`src/rtl/sram_req_arbiter.sv`:
```
// Shared SRAM-like port arbiter for the inst and data requesters.
// Data has priority, and a streak limit guarantees forward progress for fetch.
module sram_req_arbiter #(
    parameter int OT_DEPTH   = 4,
    parameter int MAX_STREAK = 4
) (
    input  logic                        clk,
    input  logic                        resetn,
    input  logic                        inst_req,
    input  logic                        inst_wr,
    input  logic [1:0]                  inst_size,
    input  logic [31:0]                 inst_addr,
    input  logic [3:0]                  inst_wstrb,
    input  logic [31:0]                 inst_wdata,
    output logic                        inst_addr_ok,
    output logic                        inst_data_ok,
    output logic [31:0]                 inst_rdata,
    input  logic                        data_req,
    input  logic                        data_wr,
    input  logic [1:0]                  data_size,
    input  logic [31:0]                 data_addr,
    input  logic [3:0]                  data_wstrb,
    input  logic [31:0]                 data_wdata,
    output logic                        data_addr_ok,
    output logic                        data_data_ok,
    output logic [31:0]                 data_rdata,
    output logic                        mem_req,
    output logic                        mem_wr,
    output logic [1:0]                  mem_size,
    output logic [31:0]                 mem_addr,
    output logic [3:0]                  mem_wstrb,
    output logic [31:0]                 mem_wdata,
    input  logic                        mem_addr_ok,
    input  logic                        mem_data_ok,
    input  logic [31:0]                 mem_rdata,
    output logic [$clog2(OT_DEPTH):0]   ot_count,
    output logic                        err_unexp
);

    localparam int PW = $clog2(OT_DEPTH);
    localparam int CW = PW + 1;
    localparam int SW = $clog2(MAX_STREAK + 1);

    logic [OT_DEPTH-1:0] owner_q;
    logic [PW-1:0]       wr_ptr;
    logic [PW-1:0]       rd_ptr;
    logic [CW-1:0]       count;
    logic [SW-1:0]       streak;
    logic                lock_valid;
    logic                lock_owner;
    logic                err_q;

    logic full;
    logic force_inst;
    logic grant_data;
    logic accept;
    logic pop;
    logic head_data;

    always_comb begin
        full       = (count == CW'(OT_DEPTH));
        force_inst = (streak == SW'(MAX_STREAK)) && inst_req;
        // A stalled request keeps its owner so the memory side never sees it change.
        if (lock_valid)
            grant_data = lock_owner;
        else if (force_inst)
            grant_data = 1'b0;
        else
            grant_data = data_req;
        mem_req   = resetn & ~full & (inst_req | data_req);
        accept    = mem_req & mem_addr_ok;
        pop       = resetn & mem_data_ok & (count != '0);
        head_data = owner_q[rd_ptr];
    end

    always_comb begin
        mem_wr    = grant_data ? data_wr    : inst_wr;
        mem_size  = grant_data ? data_size  : inst_size;
        mem_addr  = grant_data ? data_addr  : inst_addr;
        mem_wstrb = grant_data ? data_wstrb : inst_wstrb;
        mem_wdata = grant_data ? data_wdata : inst_wdata;
    end

    always_comb begin
        inst_addr_ok = accept & ~grant_data;
        data_addr_ok = accept & grant_data;
        inst_data_ok = pop & ~head_data;
        data_data_ok = pop & head_data;
        inst_rdata   = mem_rdata;
        data_rdata   = mem_rdata;
        ot_count     = count;
        err_unexp    = err_q;
    end

    always_ff @(posedge clk or negedge resetn) begin
        if (!resetn) begin
            owner_q <= '0;
            wr_ptr  <= '0;
            rd_ptr  <= '0;
            count   <= '0;
            err_q   <= 1'b0;
        end else begin
            if (accept) begin
                owner_q[wr_ptr] <= grant_data;
                wr_ptr          <= wr_ptr + PW'(1);
            end
            if (pop)
                rd_ptr <= rd_ptr + PW'(1);
            count <= count + CW'(accept) - CW'(pop);
            if (mem_data_ok && count == '0)
                err_q <= 1'b1;
        end
    end

    always_ff @(posedge clk or negedge resetn) begin
        if (!resetn) begin
            streak     <= '0;
            lock_valid <= 1'b0;
            lock_owner <= 1'b0;
        end else begin
            if (accept) begin
                lock_valid <= 1'b0;
                if (grant_data && inst_req) begin
                    if (streak != SW'(MAX_STREAK))
                        streak <= streak + SW'(1);
                end else begin
                    streak <= '0;
                end
            end else if (mem_req) begin
                lock_valid <= 1'b1;
                lock_owner <= grant_data;
            end
        end
    end

endmodule

```
`config.mk`:
```
export PLATFORM = sky130hd
export DESIGN_NAME = sram_req_arbiter
export DESIGN_NICKNAME = d
export VERILOG_FILES = /design/src/rtl/sram_req_arbiter.sv
export SDC_FILE = /design/constraint.sdc
export NUM_CORES = 1
export LEC_CHECK = 0
export ABC_AREA = 1
export CELL_PAD_IN_SITES_DETAIL_PLACEMENT = 0
export CELL_PAD_IN_SITES_GLOBAL_PLACEMENT = 1
export CORE_ASPECT_RATIO = 1.2
export CORE_MARGIN = 2
export CORE_UTILIZATION = 15
export DETAILED_ROUTE_END_ITERATION = 10
export PLACE_DENSITY = 0.95
export RECOVER_POWER = 25
export SETUP_SLACK_MARGIN = 0.4
export SKIP_CTS_REPAIR_TIMING = 1
export SLEW_MARGIN = 40
export SYNTH_ARGS = -nofsm -noshare
export SYNTH_HDL_FRONTEND = slang
export SYNTH_SLANG_ARGS = --single-unit
```
`constraint.sdc`:
```
create_clock -name clk -period 4.45 [get_ports clk]
set_input_delay 0.89 -clock clk [delete_from_list [all_inputs] [get_ports clk]]
set_output_delay 0.89 -clock clk [all_outputs]
set_load 0.005 [all_outputs]
```
== Word level (Yosys, flattened, before mapping) ==
Index checks and enable logic that the tools add are counted.

* Output and inout port bits: 144
* Input port bits: 180
* Word-level logic and storage cells: 59
* Register bits: 17

* Mux-type cells: 16
* Reduce and logical (&&, ||, !) cells: 9
* Eq/ne operators: 4
* Add/sub/neg operators: 5
* Order comparisons: 3
* Bitwise operators: 14

{| class="wikitable"
|+ Operators by type and width
! kind !! number
|-
| 32-bit two-way mux || 2
|-
| 1-bit AND || 9
|-
| 1-bit two-way mux || 7
|-
| 3-bit == test, second input constant || 2
|-
| 2-bit by 3-bit < comparator with 1-bit output, second input constant || 2
|-
| 3-bit two-way mux || 2
|-
| 2-bit by 1-bit adder with 2-bit output, second input constant || 2
|-
| 4-bit bitwise mux || 1
|-
| 1-bit logical AND || 4
|-
| 4-bit two-way mux || 1
|-
| 1-bit NOT || 4
|-
| 2-bit AND reduction || 2
|-
| 3-bit by 1-bit adder with 3-bit output || 1
|-
| 3-bit by 1-bit adder with 3-bit output, second input constant || 1
|-
| 3-bit logical NOT || 1
|-
| 3-bit != test, second input constant || 1
|-
| 3-bit nonzero test || 1
|-
| 3-bit by 1-bit subtractor with 3-bit output || 1
|-
| 1-bit binary-select mux with 2-bit select || 1
|-
| 1-bit demux with 2-bit select || 1
|-
| 2-bit by 1-bit >= comparator with 1-bit output, second input constant || 1
|-
| 2-bit two-way mux || 1
|-
| 2-bit by 1-bit != test with 1-bit output, second input constant || 1
|-
| 2-bit nonzero test || 1
|-
| 1-bit bitwise OR || 1
|}

== Logic depth before layout (Yosys ltp) ==
Gate-level depths: netlist of run 1.

* Word-level depth: 7
* Depth in mapped cells: 11
* Mapped depth without buffers: 11

== Worst setup path before layout of run 1 ==
OpenSTA, ideal clock, no wires.

* Path type: input port to flip-flop
* From: input port resetn
* To: register count[2], in the netlist ot_count[2]
* Setup slack: 1,975 ps
* Stages: 10
* Setup time: 129 ps
* Buffers on the path: 0
* Required time: 4,321 ps
* Arrival time: 2,346 ps
* Path through: inv_1 > nor2_2 > nand3_4 > ha_1 > inv_1 > ha_1 > inv_1 > fa_1 > xnor2_1 > xor2_1

* Longest elaborated chain between the ends: 5
* Elaborated cells between the ends (all ways): 7
* Those cells by class: add/sub: 2; bitwise: 5

{| class="wikitable"
|+ RTL lines
! what !! RTL line !! RTL
|-
| start, declared || 8 || <nowiki>input logic resetn,</nowiki>
|-
| 1-bit AND (2 in series) || 70 || <nowiki>mem_req = resetn & ~full & (inst_req | data_req);</nowiki>
|-
| 1-bit AND || 71 || <nowiki>accept = mem_req & mem_addr_ok;</nowiki>
|-
| 3-bit by 1-bit adder with 3-bit output || 109 || <nowiki>count <= count + CW'(accept) - CW'(pop);</nowiki>
|-
| 3-bit by 1-bit subtractor with 3-bit output * || 109 ||
|-
| end signal, assigned || 109 ||
|-
| end, declared || 47 || <nowiki>logic [CW-1:0] count;</nowiki>
|}

Every way passes the cells marked *; elsewhere a longest branch is shown, timed or not.
A chain may end at the register's enable or synchronous reset.

== Final worst setup path of run 1 ==
* From: input port data_req
* To: output port mem_wdata[3]

* Longest elaborated chain between the ends: 3

{| class="wikitable"
|+ RTL lines
! what !! RTL line !! RTL
|-
| start, declared || 18 || <nowiki>input logic data_req,</nowiki>
|-
| 1-bit two-way mux || 66 || <nowiki>else if (force_inst)</nowiki>
|-
| 1-bit two-way mux || 64 || <nowiki>if (lock_valid)</nowiki>
|-
| 32-bit two-way mux || 81 || <nowiki>mem_wdata = grant_data ? data_wdata : inst_wdata;</nowiki>
|-
| end, declared || 32 || <nowiki>output logic [31:0] mem_wdata,</nowiki>
|}

Every way passes these cells.

==> results.yml, run 1 <==
cells_and_area:
  nets: 754
  drive_gt1_frac: 0.02305
  fillers: 1734
  area_growth_pct: 86.92
  antenna_cells: 0
synth:
  synth_compound_area_frac: 0.02436
  synthCells: 408
  synthesis.area_um2: 2362
  ys_types: 21
  muxShareOfSynthArea: 0
  syn_area_per_cell_um2: 5.790
  ys.warnings.count: 0
  synth-adder-area-share: 0.05085
  synth_seq_area_share: 0.1801
  syn_nets: 597
  synth_top_family_by_area: "simple AND/OR/NAND/NOR gates"
  synth_xor_area_frac: 0.01854
  synthSimpleGateAreaFrac: 0.4386
  ys_seq_elements: 17
worst_setup_path:
  worst_ep_arrival_time_ns: 2.94
  crit_type: "in2out"
  path_cells: "clkdlybuf4s50_1 > inv_1 > nor2_1 > nand2_1 > nand2_4 > buf_4 > nand2_1 > nand2_1 > clkdlybuf4s50_1"
  startpoint_type: "input pin"
  cpPeakStageDelay_ns: 0.55
  slowest_stage: "clkdlybuf4s50_1"
  crit_top_cell: "nand2_1"
  rr_startpoint: "ot_count[1]"
  cp_data_required_time_ns: 3.56
  cp_max_fo: 47
  worstSetupStartpoint: "data_req"
  cp-end-kind: "primary output"
die:
  core_area_um2: 15510
  die_w_um: 118.6
  row_count: 50
  start_util: 0.1523
  num_io_pins: 324
  dieArea_um2: 16770
  die_h_um: 141.5
global_route:
  grt-ovfl-total: 0
  antenna_found_initial: 0
  grt_usage: 0.1036
  grt_pass1_wl_mm: 13.94
  grt_pass1_vias: 2793
  grt_max_degree: 48
hold_path:
  hold_class: "reg2reg"
  hold_start: "owner_q[3]"
sta:
  rsz0062_at_grt: "no"
  hold_violations: 0
  period_needed_ns: 3.827
  holdWs_ns: 0.4663
  fmax_ghz: 0.2613
  worstMarginPinSlew_ns: 0.5313
  finalMaxSlewViolations: 0
  slew_headroom: 0.6458
  setup_ws_ns: 0.6229
  setup-violations-final: 0
  fin_skew_ns: 0.001065
  tns_ns: 0
  period_share: 0.8600
cts:
  clk_pin_slew_ns: 0.05
  numCtsBuffers: 3
  insertion_delay_ns: 0.25
  clock_path_buffers: 2
  root_buffer: "clkbuf_16"
  cts_tree: "yes"
  htree_levels: 1
  cts_sinks: 17
placement:
  portBuffers: 227
  gp_congestion: 0.7404
  pre_cts_ws_ns: 0.5729
  dpl.hpwl_mm: 7.716
pwr:
  pwr_density_cell_nw_per_um2: 424.0
  p_total_uw: 1872
  ir_worst_vdd_mv: 0.2364
  leakagePower_uw: 0.002098
route:
  drc: 0
  routed_wl_mm: 9.400
  drt-pass1-iter-count: 4
  post_drt_wl_per_cell_um: 12.18
  drt_first_iter_violations: 55
  vias: 2902
  ant_nets: 0
  via_per_inst: 3.759
flow_run:
  cap_violations: 0
outcome:
  status: "finished, final reports clean"
[stage by stage]
stage,area [um^2],utilization,instances
finish,4415,0.2846,772
global route,4415,0.2846,772
CTS,4419,0.2848,772
detailed placement,4339,0.2797,768
global placement,4339,0.2797,768
floorplan,2362,-,408
[worst paths after layout]
path	endpoint	slack (ns)	cells after the start
min	owner_q[3]	0.47	2
max	mem_wdata[3]	0.62	9
min reg2reg	owner_q[3]	0.47	2
max reg2reg	ot_count[2]	2.27	11
min in group asynchronous	lock_valid	1.03	1
max in group asynchronous	owner_q[1]	2.61	2
[final cells by class]
class	instances	area, um^2	share of cell area
sequential	17	425.4	0.09634
clock buffer	3	75.07	0.01700
clock inverter	1	5.005	0.001133
multi-input combinational	291	1257	0.2848
tap	208	260.3	0.05894
inverter	21	81.33	0.01842
timing repair buffer	231	2311	0.5234
[flip-flops by register name, indices dropped and copies added (netlist names)]
register    flops
ot_count        3
rd_ptr          2
streak          3
lock_owner      1
err_unexp       1
lock_valid      1
owner_q         4
wr_ptr          2
[report_power, final]
part           switching [uW]  internal (uW)
combinational             653            767
sequential               50.7            222
clock                    59.7            120
[synthesized netlist by cell type]
cell | n | area share
nand2_2 | 1 | 0.0026
buf_2 | 4 | 0.0085
nand2_4 | 1 | 0.0048
inv_1 | 19 | 0.030
o21ai_0 | 8 | 0.017
nand3_4 | 1 | 0.0074
buf_4 | 71 | 0.23
nor2_1 | 12 | 0.019
dfrtp_1 | 17 | 0.18
fa_1 | 1 | 0.0085
nand2_1 | 241 | 0.38
nor2_2 | 1 | 0.0026
xor2_1 | 3 | 0.011
ha_1 | 8 | 0.042
inv_4 | 1 | 0.0026
a21oi_1 | 2 | 0.0042
xnor2_1 | 2 | 0.0074
buf_6 | 4 | 0.019
o21bai_1 | 1 | 0.0032
nand3_1 | 9 | 0.019
inv_2 | 1 | 0.0016
[placed cells by master (no fill, tap or decap)]
| cell | count |
|---|---|
| nand2_4 | 1 |
| xor2_1 | 3 |
| clkbuf_16 | 3 |
| nand3_4 | 1 |
| inv_4 | 1 |
| a21oi_1 | 2 |
| nand2_2 | 1 |
| o21bai_1 | 1 |
| dlygate4sd3_1 | 2 |
| inv_1 | 19 |
| clkdlybuf4s50_1 | 225 |
| o21ai_0 | 8 |
| inv_2 | 1 |
| nand3_1 | 9 |
| ha_1 | 8 |
| buf_12 | 1 |
| buf_4 | 2 |
| fa_1 | 1 |
| nand2_1 | 241 |
| nor2_1 | 12 |
| xnor2_1 | 2 |
| clkinv_2 | 1 |
| clkbuf_1 | 1 |
| nor2_2 | 1 |
| dfrtp_1 | 17 |
[kinds of logic (layout without fill, tap and decap cells)]
logic type                 count (synthesis)  after routing
AOI/OAI and AO/OA                         11             11
xor gates and xnor gates                   5              5
adders and majority gates                  9              9
buffers and inverters                    100            256
DFF                                       17             17
and+or+nand+nor                          266            266
[worst max-delay path, delay by kind of cell]
kind	cells	cell delay [ns]
buffers and inverters	4	1.48
AND/OR/NAND/NOR	5	0.56
[layer usage]
| layer | part of all wire | global-route usage | up-vias |
|---|---|---|---|
| met5 | 0 | 0 | - |
| met4 | 0.050 | 0.05514 | 0 |
| met3 | 0.10 | 0.03135 | 55 |
| met2 | 0.51 | 0.1942 | 151 |
| met1 | 0.34 | 0.1018 | 1230 |
| li1 | - | - | 1466 |
Power figures use the tool's default switching activity.
==> run 2: changes to the inputs <==
CAP_MARGIN = 20   (was unset)
==> results of run 2 <==
No change in the layout: final DEF, timing and power equal those of run 1.
